File: src/rtl/nvme_pchk_arb_if.sv
// Requester-side bus of the shared parity-check engine: one valid/data/parity
// lane per requester and a one-hot ready returned by the arbiter.
interface nvme_pchk_arb_if #(
    parameter int NUM_REQ = 4,
    parameter int WIDTH   = 128,
    parameter int PWIDTH  = 16
);
    logic [NUM_REQ-1:0]        req_valid;
    logic [NUM_REQ*WIDTH-1:0]  req_data;
    logic [NUM_REQ*PWIDTH-1:0] req_datap;
    logic [NUM_REQ-1:0]        req_ready;

    modport master (
        output req_valid,
        output req_data,
        output req_datap,
        input  req_ready
    );

    modport slave (
        input  req_valid,
        input  req_data,
        input  req_datap,
        output req_ready
    );
endinterface

File: src/rtl/nvme_pchk_arb.sv
// Round-robin arbitrated byte-group parity checker shared by the AFU data movers,
// with error pulses, sticky per-requester flags, a saturating count and first-error capture.
module nvme_pchk_arb #(
    parameter int NUM_REQ             = 4,
    parameter int WIDTH               = 128,
    parameter int BITS_PER_PARITY_BIT = 8,
    parameter int PWIDTH              = (WIDTH + BITS_PER_PARITY_BIT - 1) / BITS_PER_PARITY_BIT,
    parameter int IDW                 = (NUM_REQ > 1) ? $clog2(NUM_REQ) : 1
) (
    input  logic              clk,
    input  logic              reset_n,
    nvme_pchk_arb_if.slave    req_if,
    input  logic              oddpar,
    input  logic              chk_enable,
    input  logic              clr_err,
    output logic              err_valid,
    output logic [IDW-1:0]    err_id,
    output logic [PWIDTH-1:0] err_bits,
    output logic [NUM_REQ-1:0] err_sticky,
    output logic [15:0]       err_count,
    output logic              first_valid,
    output logic [IDW-1:0]    first_id,
    output logic [PWIDTH-1:0] first_bits
);

    localparam logic [15:0]    COUNT_MAX = 16'hFFFF;
    localparam logic [IDW-1:0] LAST_ID   = IDW'(NUM_REQ - 1);

    // Arbiter state and grant
    logic [IDW-1:0]     ptr_q, ptr_d;
    logic [NUM_REQ-1:0] grant;
    logic [IDW-1:0]     grant_id;
    logic [IDW-1:0]     cand;
    logic               xfer;

    // Stage 1: captured beat
    logic               s1_valid_q;
    logic               s1_en_q;
    logic [IDW-1:0]     s1_id_q;
    logic [WIDTH-1:0]   s1_data_q;
    logic [PWIDTH-1:0]  s1_datap_q;

    // Stage 2: parity compare
    logic [PWIDTH-1:0]  gen_par;
    logic [PWIDTH-1:0]  mismatch;
    logic               err_det;

    // Error reporting state
    logic               err_valid_q;
    logic [IDW-1:0]     err_id_q;
    logic [PWIDTH-1:0]  err_bits_q;
    logic [NUM_REQ-1:0] sticky_q, sticky_d;
    logic [15:0]        count_q, count_d;
    logic               first_v_q, first_v_d;
    logic [IDW-1:0]     first_id_q, first_id_d;
    logic [PWIDTH-1:0]  first_bits_q, first_bits_d;

    // Search upward from ptr, wrapping at NUM_REQ; first asserted valid wins.
    always_comb begin
        // NOTE: every variable gets a default before any conditional write, so no latch is inferred.
        grant    = '0;
        grant_id = '0;
        cand     = '0;
        xfer     = 1'b0;
        for (int k = 0; k < NUM_REQ; k++) begin
            cand = IDW'((int'(ptr_q) + k) % NUM_REQ);
            if (!xfer && req_if.req_valid[cand]) begin
                xfer        = 1'b1;
                grant_id    = cand;
                grant[cand] = 1'b1;
            end
        end
    end

    assign req_if.req_ready = grant;

    always_comb begin
        ptr_d = ptr_q;
        if (xfer) begin
            ptr_d = (grant_id == LAST_ID) ? '0 : grant_id + 1'b1;
        end
    end

    // Generated parity: group k folds data bits [k*bpp +: bpp]; a short last group folds only what exists.
    always_comb begin
        gen_par = {PWIDTH{oddpar}};
        for (int b = 0; b < WIDTH; b++) begin
            gen_par[b / BITS_PER_PARITY_BIT] = gen_par[b / BITS_PER_PARITY_BIT] ^ s1_data_q[b];
        end
    end

    assign mismatch = gen_par ^ s1_datap_q;
    assign err_det  = s1_valid_q & s1_en_q & (|mismatch);

    // Clear is applied first so that an error on the same edge survives it.
    always_comb begin
        sticky_d     = clr_err ? '0 : sticky_q;
        count_d      = clr_err ? '0 : count_q;
        first_v_d    = clr_err ? 1'b0 : first_v_q;
        first_id_d   = clr_err ? '0 : first_id_q;
        first_bits_d = clr_err ? '0 : first_bits_q;
        if (err_det) begin
            sticky_d[s1_id_q] = 1'b1;
            if (count_d != COUNT_MAX) begin
                count_d = count_d + 16'd1;
            end
            if (!first_v_d) begin
                first_v_d    = 1'b1;
                first_id_d   = s1_id_q;
                first_bits_d = mismatch;
            end
        end
    end

    // NOTE: the wide beat payload is deliberately left out of reset; s1_valid_q qualifies it.
    always_ff @(posedge clk) begin
        if (xfer) begin
            s1_data_q  <= req_if.req_data[int'(grant_id)*WIDTH +: WIDTH];
            s1_datap_q <= req_if.req_datap[int'(grant_id)*PWIDTH +: PWIDTH];
        end
    end

    always_ff @(posedge clk or negedge reset_n) begin
        if (!reset_n) begin
            ptr_q        <= '0;
            s1_valid_q   <= 1'b0;
            s1_en_q      <= 1'b0;
            s1_id_q      <= '0;
            err_valid_q  <= 1'b0;
            err_id_q     <= '0;
            err_bits_q   <= '0;
            sticky_q     <= '0;
            count_q      <= '0;
            first_v_q    <= 1'b0;
            first_id_q   <= '0;
            first_bits_q <= '0;
        end else begin
            // NOTE: non-blocking assignments so every register samples pre-edge values.
            ptr_q      <= ptr_d;
            s1_valid_q <= xfer;
            if (xfer) begin
                s1_en_q <= chk_enable;
                s1_id_q <= grant_id;
            end
            err_valid_q <= err_det;
            if (err_det) begin
                err_id_q   <= s1_id_q;
                err_bits_q <= mismatch;
            end
            sticky_q     <= sticky_d;
            count_q      <= count_d;
            first_v_q    <= first_v_d;
            first_id_q   <= first_id_d;
            first_bits_q <= first_bits_d;
        end
    end

    assign err_valid   = err_valid_q;
    assign err_id      = err_id_q;
    assign err_bits    = err_bits_q;
    assign err_sticky  = sticky_q;
    assign err_count   = count_q;
    assign first_valid = first_v_q;
    assign first_id    = first_id_q;
    assign first_bits  = first_bits_q;

endmodule

File: src/flat_wrapper.sv
// flat-port wrapper written by rule: the top's interface ports become plain ports
module nvme_pchk_arb_flat 
#(
    parameter int NUM_REQ             = 4,
    parameter int WIDTH               = 128,
    parameter int BITS_PER_PARITY_BIT = 8,
    parameter int PWIDTH              = (WIDTH + BITS_PER_PARITY_BIT - 1) / BITS_PER_PARITY_BIT,
    parameter int IDW                 = (NUM_REQ > 1) ? $clog2(NUM_REQ) : 1
)
  (clk, reset_n, oddpar, chk_enable, clr_err, err_valid, err_id, err_bits, err_sticky, err_count, first_valid, first_id, first_bits, req_if_req_valid, req_if_req_data, req_if_req_datap, req_if_req_ready);
  nvme_pchk_arb_if #(.NUM_REQ(NUM_REQ), .WIDTH(WIDTH), .PWIDTH(PWIDTH)) req_if_i ();
  input  logic clk;
  input  logic reset_n;
  input  logic oddpar;
  input  logic chk_enable;
  input  logic clr_err;
  output logic err_valid;
  output logic [IDW-1:0] err_id;
  output logic [PWIDTH-1:0] err_bits;
  output logic [NUM_REQ-1:0] err_sticky;
  output logic [15:0] err_count;
  output logic first_valid;
  output logic [IDW-1:0] first_id;
  output logic [PWIDTH-1:0] first_bits;
  input wire logic [$bits(req_if_i.req_valid)-1:0] req_if_req_valid;
  input wire logic [$bits(req_if_i.req_data)-1:0] req_if_req_data;
  input wire logic [$bits(req_if_i.req_datap)-1:0] req_if_req_datap;
  output wire logic [$bits(req_if_i.req_ready)-1:0] req_if_req_ready;
  assign req_if_i.req_valid = req_if_req_valid;
  assign req_if_i.req_data = req_if_req_data;
  assign req_if_i.req_datap = req_if_req_datap;
  assign req_if_req_ready = req_if_i.req_ready;
  nvme_pchk_arb #(.NUM_REQ(NUM_REQ), .WIDTH(WIDTH), .BITS_PER_PARITY_BIT(BITS_PER_PARITY_BIT), .PWIDTH(PWIDTH), .IDW(IDW)) u_core (.clk(clk), .reset_n(reset_n), .req_if(req_if_i), .oddpar(oddpar), .chk_enable(chk_enable), .clr_err(clr_err), .err_valid(err_valid), .err_id(err_id), .err_bits(err_bits), .err_sticky(err_sticky), .err_count(err_count), .first_valid(first_valid), .first_id(first_id), .first_bits(first_bits));
endmodule
File: config.mk
export PLATFORM = sky130hd
export DESIGN_NAME = nvme_pchk_arb_flat
export DESIGN_NICKNAME = d
export VERILOG_FILES = /design/src/rtl/nvme_pchk_arb_if.sv /design/src/rtl/nvme_pchk_arb.sv /design/src/flat_wrapper.sv
export SDC_FILE = /design/constraint.sdc
export NUM_CORES = 1
export LEC_CHECK = 0
export CAP_MARGIN = 15
export CORE_AREA = 2 2 249 251
export CTS_CLUSTER_DIAMETER = 60
export CTS_CLUSTER_SIZE = 14
export DETAILED_ROUTE_END_ITERATION = 10
export DIE_AREA = 0 0 251 253
export GPL_ROUTABILITY_DRIVEN = 0
export SETUP_SLACK_MARGIN = 0.2
export SLEW_MARGIN = 30
export SYNTH_ARGS = -nofsm -noshare
export SYNTH_HDL_FRONTEND = slang
export SYNTH_SLANG_ARGS = --single-unit
export TNS_END_PERCENT = 5
File: constraint.sdc
create_clock -name clk -period 5 [get_ports clk]
set_input_delay 0.75 -clock clk [delete_from_list [all_inputs] [get_ports clk]]
set_output_delay 0.75 -clock clk [all_outputs]
set_load 0.02 [all_outputs]
-- Word level (Yosys, flattened, before mapping)
Index checks and enable logic that the tools add are counted.
- register bits after elaboration: 208
- output and inout port bits: 62
- logic and storage cells: 224
- add/sub/neg operators: 5
- $lt $le $gt $ge: 10
- eq/ne operators: 2
- shift operators: 2
- muxes and demuxes: 44
- bitwise gates (word level): 135
- reduce and logical (&&, ||, !) cells: 12
- operators by type and width (operator ; count):
    512-bit by 10-bit variable part select with 128-bit output ; 1
    1-bit XOR ; 128
    16-bit two-way mux ; 6
    64-bit by 7-bit variable part select with 16-bit output ; 1
    4-bit two-way mux ; 6
    16-bit by 1-bit adder with 16-bit output, second input constant ; 1
    2-bit two-way mux ; 8
    16-bit inequality test, second input constant ; 1
    4-bit bitwise OR ; 4
    16-bit OR reduction ; 1
    16-bit XOR ; 1
    2-bit by 3-bit less-than comparator with 1-bit output, second input constant ; 5
    1-bit two-way mux ; 15
    1-bit demux with 2-bit select ; 5
    2-bit by 1-bit >= comparator with 1-bit output, second input constant ; 5
    1-bit binary-select mux with 2-bit select ; 4
    1-bit logical AND ; 8
    2-bit by 1-bit adder with 2-bit output, second input constant ; 2
    2-bit adder, second input constant ; 2
    1-bit logical NOT ; 3
    1-bit AND ; 2
    2-bit equality test, second input constant ; 1

-- Depth between registers and ports, before layout
- depth in word-level cells: 14
- gate-level depth with buffers: 13

-- Worst setup path before layout
No wires, ideal clock.
- path kind: input to register
- start point: input req_if_req_valid[1]
- end point: register u_core.s1_data_q[0], enable pin
- arrival time: 3.925 ns
- setup slack: 0.576 ns
- cell stages on the path: 3
- buffers on the path: 1
- path through: clkbuf_1 nor4_1 inv_1
- cells in the longest elaborated chain, start to end: 12
- elaborated cells between the ends (all ways): 18
- classes of those cells: 12 x mux; 6 x reduce/logical
- RTL lines (what ; line ; source):
    from (decl) ; flat_wrapper.sv:25 ; input wire logic [$bits(req_if_i.req_valid)-1:0] req_if_req_valid;
    1-bit binary-select mux with 2-bit select ; nvme_pchk_arb.sv:67 ; if (!xfer && req_if.req_valid[cand]) begin
    1-bit two-way mux (implied by the code) ; nvme_pchk_arb.sv:67 ;
    1-bit two-way mux ; nvme_pchk_arb.sv:67 ;
    1-bit logical NOT ; nvme_pchk_arb.sv:67 ;
    1-bit logical AND ; nvme_pchk_arb.sv:67 ;
    1-bit two-way mux ; nvme_pchk_arb.sv:67 ;
    1-bit logical NOT ; nvme_pchk_arb.sv:67 ;
    1-bit logical AND ; nvme_pchk_arb.sv:67 ;
    1-bit two-way mux ; nvme_pchk_arb.sv:67 ;
    1-bit logical NOT ; nvme_pchk_arb.sv:67 ;
    1-bit logical AND ; nvme_pchk_arb.sv:67 ;
    1-bit two-way mux * ; nvme_pchk_arb.sv:67 ;
    named net u_core.xfer ; nvme_pchk_arb.sv:34 ; logic xfer;
    to (signal assigned) ; nvme_pchk_arb.sv:118 ; s1_data_q <= req_if.req_data[int'(grant_id)*WIDTH +: WIDTH];
    to (decl) ; nvme_pchk_arb.sv:40 ; logic [WIDTH-1:0] s1_data_q;
The timed path passes the listed nets; every way through them passes the cells marked *. The select of a mux whose other input is x is not followed.
A chain may end at the register's enable or synchronous reset.

==> reports/qor.csv <==
stage,metric,value,unit
synthesis,register bit total from synthesis,208,
grt,first-pass GRT wire length,83200,µm
clocking,clock-pin slew on the worst setup and hold paths,0.06,ns
synthesis,sequential share of the synthesized area,41.2,%
clocking,Num CTS Buffers,28,
setup_path,CP required,4.25,ns
final_layout,Multi-input gate area,7860,µm²
final_layout,final core utilization,37.1,%
route,Routed WL,56700,µm
clocking,H-tree Lvls,1,
placement,port bufs,646,
synthesis,Synth async-reset ratio,30.8,%
setup_path,"Cell Chain, Critical Path",clkinvlp_4 > ha_2 > mux2_2 > mux2_2 > a211oi_2 > a22oi_1 > nor2_1 > a221o_1 > clkdlybuf4s50_1,
timing,TNS Setup,0,ns
synthesis,Mapped Nets,1986,
placement,Place WS,0.640,ns
status,outcome,"complete, no violations",
die,die width,251,µm
die,Rows,91,
timing,fmax,224,MHz
die,Die Ht,253,µm
die,Core ar.,61000,µm²
timing,Final Max Tran Viols,0,
timing,Final Hold Vio Count,0,
synthesis,predominant post-synthesis flop cell,edfxtp_1,
clocking,hold_buf cts,0,
grt,vias in the first global route,13737,
clocking,CTS tree,done,
pwr,Pleak,0.00811,µW
clocking,CTS root buffer,clkbuf_16,
synthesis,Netlist cell types,58,
final_layout,Layout Nets,2576,
die,Starting Density,23.6,%
timing,"Setup violations, final",0,
timing,clk_skew,0.0110,ns
setup_path,WP buf/inv,2,
die,die footprint,63500,µm²
grt,gr ovfl total,0,
setup_path,crit start category,flop,
timing,worst setup margin,0.529,ns
setup_path,"slowest stage delay, CP",0.61,ns
grt,All-Layer GR Usage,17.1,%
route,vias,13009,
timing,Slew @ Worst Pin,0.910,ns
final_layout,area grow syn2layout,57.3,%
synthesis,Yosys warning count,0,
placement,DPL Wire Length,44300,µm
clocking,Max clock buf depth,3,
flow_run,Max-Cap Viols,0,
grt,largest net degree at the start of global routing,104,
synthesis,Syn Area/Cell,10.3,µm²
setup_path,Crit Path Category,flop to output port,
timing,fin crit share,89.4,%
clocking,Clock Sinks,208,
pwr,Pwr Density,675,nW/µm²
setup_path,most frequent CP cell,mux2_2,
min_path,Min-Delay Path Class,primary input to asynchronous set/reset pin,
die,I/O Pins,647,
grt,antenna violations before repair,6,
route,drt via density,4.65,
setup_path,CP Max Fanout,10,
setup_path,endpoint class of the critical path,output port,
synthesis,number of flops mapped to enable cells by yosys,144,
timing,relative slew slack,39.3,%
setup_path,slowest CP cell,clkdlybuf4s50_1,
setup_path,"Largest delay share family, worst path",buffers and inverters,
timing,clock period minus worst slack,4.47,ns
final_layout,Fill cells,5966,
final_layout,share of cells above drive strength 1,15.1,%
timing,RSZ-0062 raised after global routing,no,
synthesis,"Cell Area, Synth",14400,µm²
final_layout,Finished Layout Cells,2799,
pwr,maximum vdd ir drop,0.463,mV
pwr,total power,15300,µW
clocking,worst skew pair latency,0.57,ns
route,post-route ant nets,0,
setup_path,Critical Path AT,3.72,ns
route,WL per Instance,20.2,µm
final_layout,register area,5930,µm²
route,DR iter-0 viols,672,
synthesis,Synth Instances,1396,
route,Residual DRC,0,
route,drt pass-1 iters,5,
placement,dpl cells,2746,
[area by class of cell]
cell class                      count  share of cell area, %
Inverter                           12                  0.238
Clock buffer                       31                   3.33
Tap cell                          790                   4.37
Sequential cell                   208                   26.2
Timing Repair Buffer              674                   30.0
Clock inverter                     21                   1.13
Antenna cell                        1                 0.0111
Multi-Input combinational cell   1062                   34.7
[state kept, by name, summed over array words and instances (netlist names), named ones only]
name / flops
u_core.first_valid: 1
u_core.s1_datap_q: 16
u_core.s1_en_q: 1
u_core.ptr_q: 1
u_core.s1_data_q: 128
u_core.s1_id_q: 2
u_core.err_sticky: 4
u_core.err_bits: 16
u_core.s1_valid_q: 1
u_core.first_bits: 16
u_core.first_id: 2
u_core.err_id: 2
u_core.err_valid: 1
u_core.err_count: 16
[power breakdown]
part | internal, µW | switching, µW
Clock | 1280 | 895
Sequential | 3000 | 447
Combinational | 4140 | 5510
[worst paths after layout]
path                                          start                         end  slack (ns)  cells past startpoint
worst max-delay path                           flop         req_if_req_ready[3]        0.53                      9
min in group clk                u_core.err_bits[14]         u_core.err_bits[14]        0.48                      2
max in group asynchronous                   reset_n  asynchronous set/reset pin        4.05                      2
worst min-delay path                        reset_n         u_core.err_count[8]        0.38                      2
worst min register to register  u_core.err_bits[14]         u_core.err_bits[14]        0.48                      2
worst max register to register                 flop        u_core.s1_data_q[29]        0.77                     10
[cell usage in the layout, fill, tap and decap left out, drive strengths merged, types with 5 or more instances in the layout]
master	n
ha	5
xnor3	16
nor2	19
dfrtp	64
and2	145
nand3	8
a31oi	147
a21oi	9
a211oi	147
or4	7
clkdlybuf4s50	644
nand2	347
o21ai	9
xnor2	117
mux2	8
edfxtp	144
buf	30
clkinv	5
nor3	6
clkbuf	31
inv	23
nor2b	8
a22o	18
[per-stage QoR]
step	hold slack [ns]	cell area, µm²
2_1_floorplan	0.454	14400
3_3_place_gp	0.465	21600
3_5_place_dp	0.472	21600
4_1_cts	0.370	22600
5_1_grt	0.423	22600
6_report	0.375	22600
[Yosys cell counts, types with 4 or more instances]
cell type    n  area share (%)
nand2_1    347             9.1
and2_1     145             6.3
edfxtp_1   144              30
xnor2_1    115             7.0
a211oi_2    99             8.6
a31oi_2     99             8.6
clkbuf_1    73             1.9
dfrtp_1     64              11
a211oi_1    48             2.5
a31oi_1     48             2.1
nor2_1      19            0.50
a22o_1      18             1.1
xnor3_1     16             2.5
buf_6       14             1.1
buf_4       13            0.68
buf_2       12            0.42
inv_1       10            0.26
nand3_1      8            0.28
nor2b_1      8            0.35
a21oi_1      7            0.24
o21ai_0      7            0.24
or4_1        7            0.37
nor3_1       6            0.21
ha_1         5            0.44
a221o_1      4            0.28
a22oi_1      4            0.21
a32o_1       4            0.28
mux2_1       4            0.31
mux2_2       4            0.31
[cell families after synthesis]
kind of cell	synth area share, %
and+or+nand+nor	18.0
DFF	41.2
adders and majority gates	0.435
muxes	0.853
xor gates and xnor gates	9.74
buffers and inverters	4.54
AOI/OAI and AO/OA	25.2
[layer usage]
metal  share of wire (%)  up-vias  GRT usage (%)
met4                 1.6        6           2.70
met5               0.081        -              0
li1                    -     6228              -
met3                 6.5       66           4.16
met1                  41     6281           21.0
met2                  51      428           30.8
[timing repair]
item	in CTS	in global routing
resized for setup	0	4
buffers inserted	0	0
endpoints found under the setup margin	0	4
(Power assumes the default switching activity.)
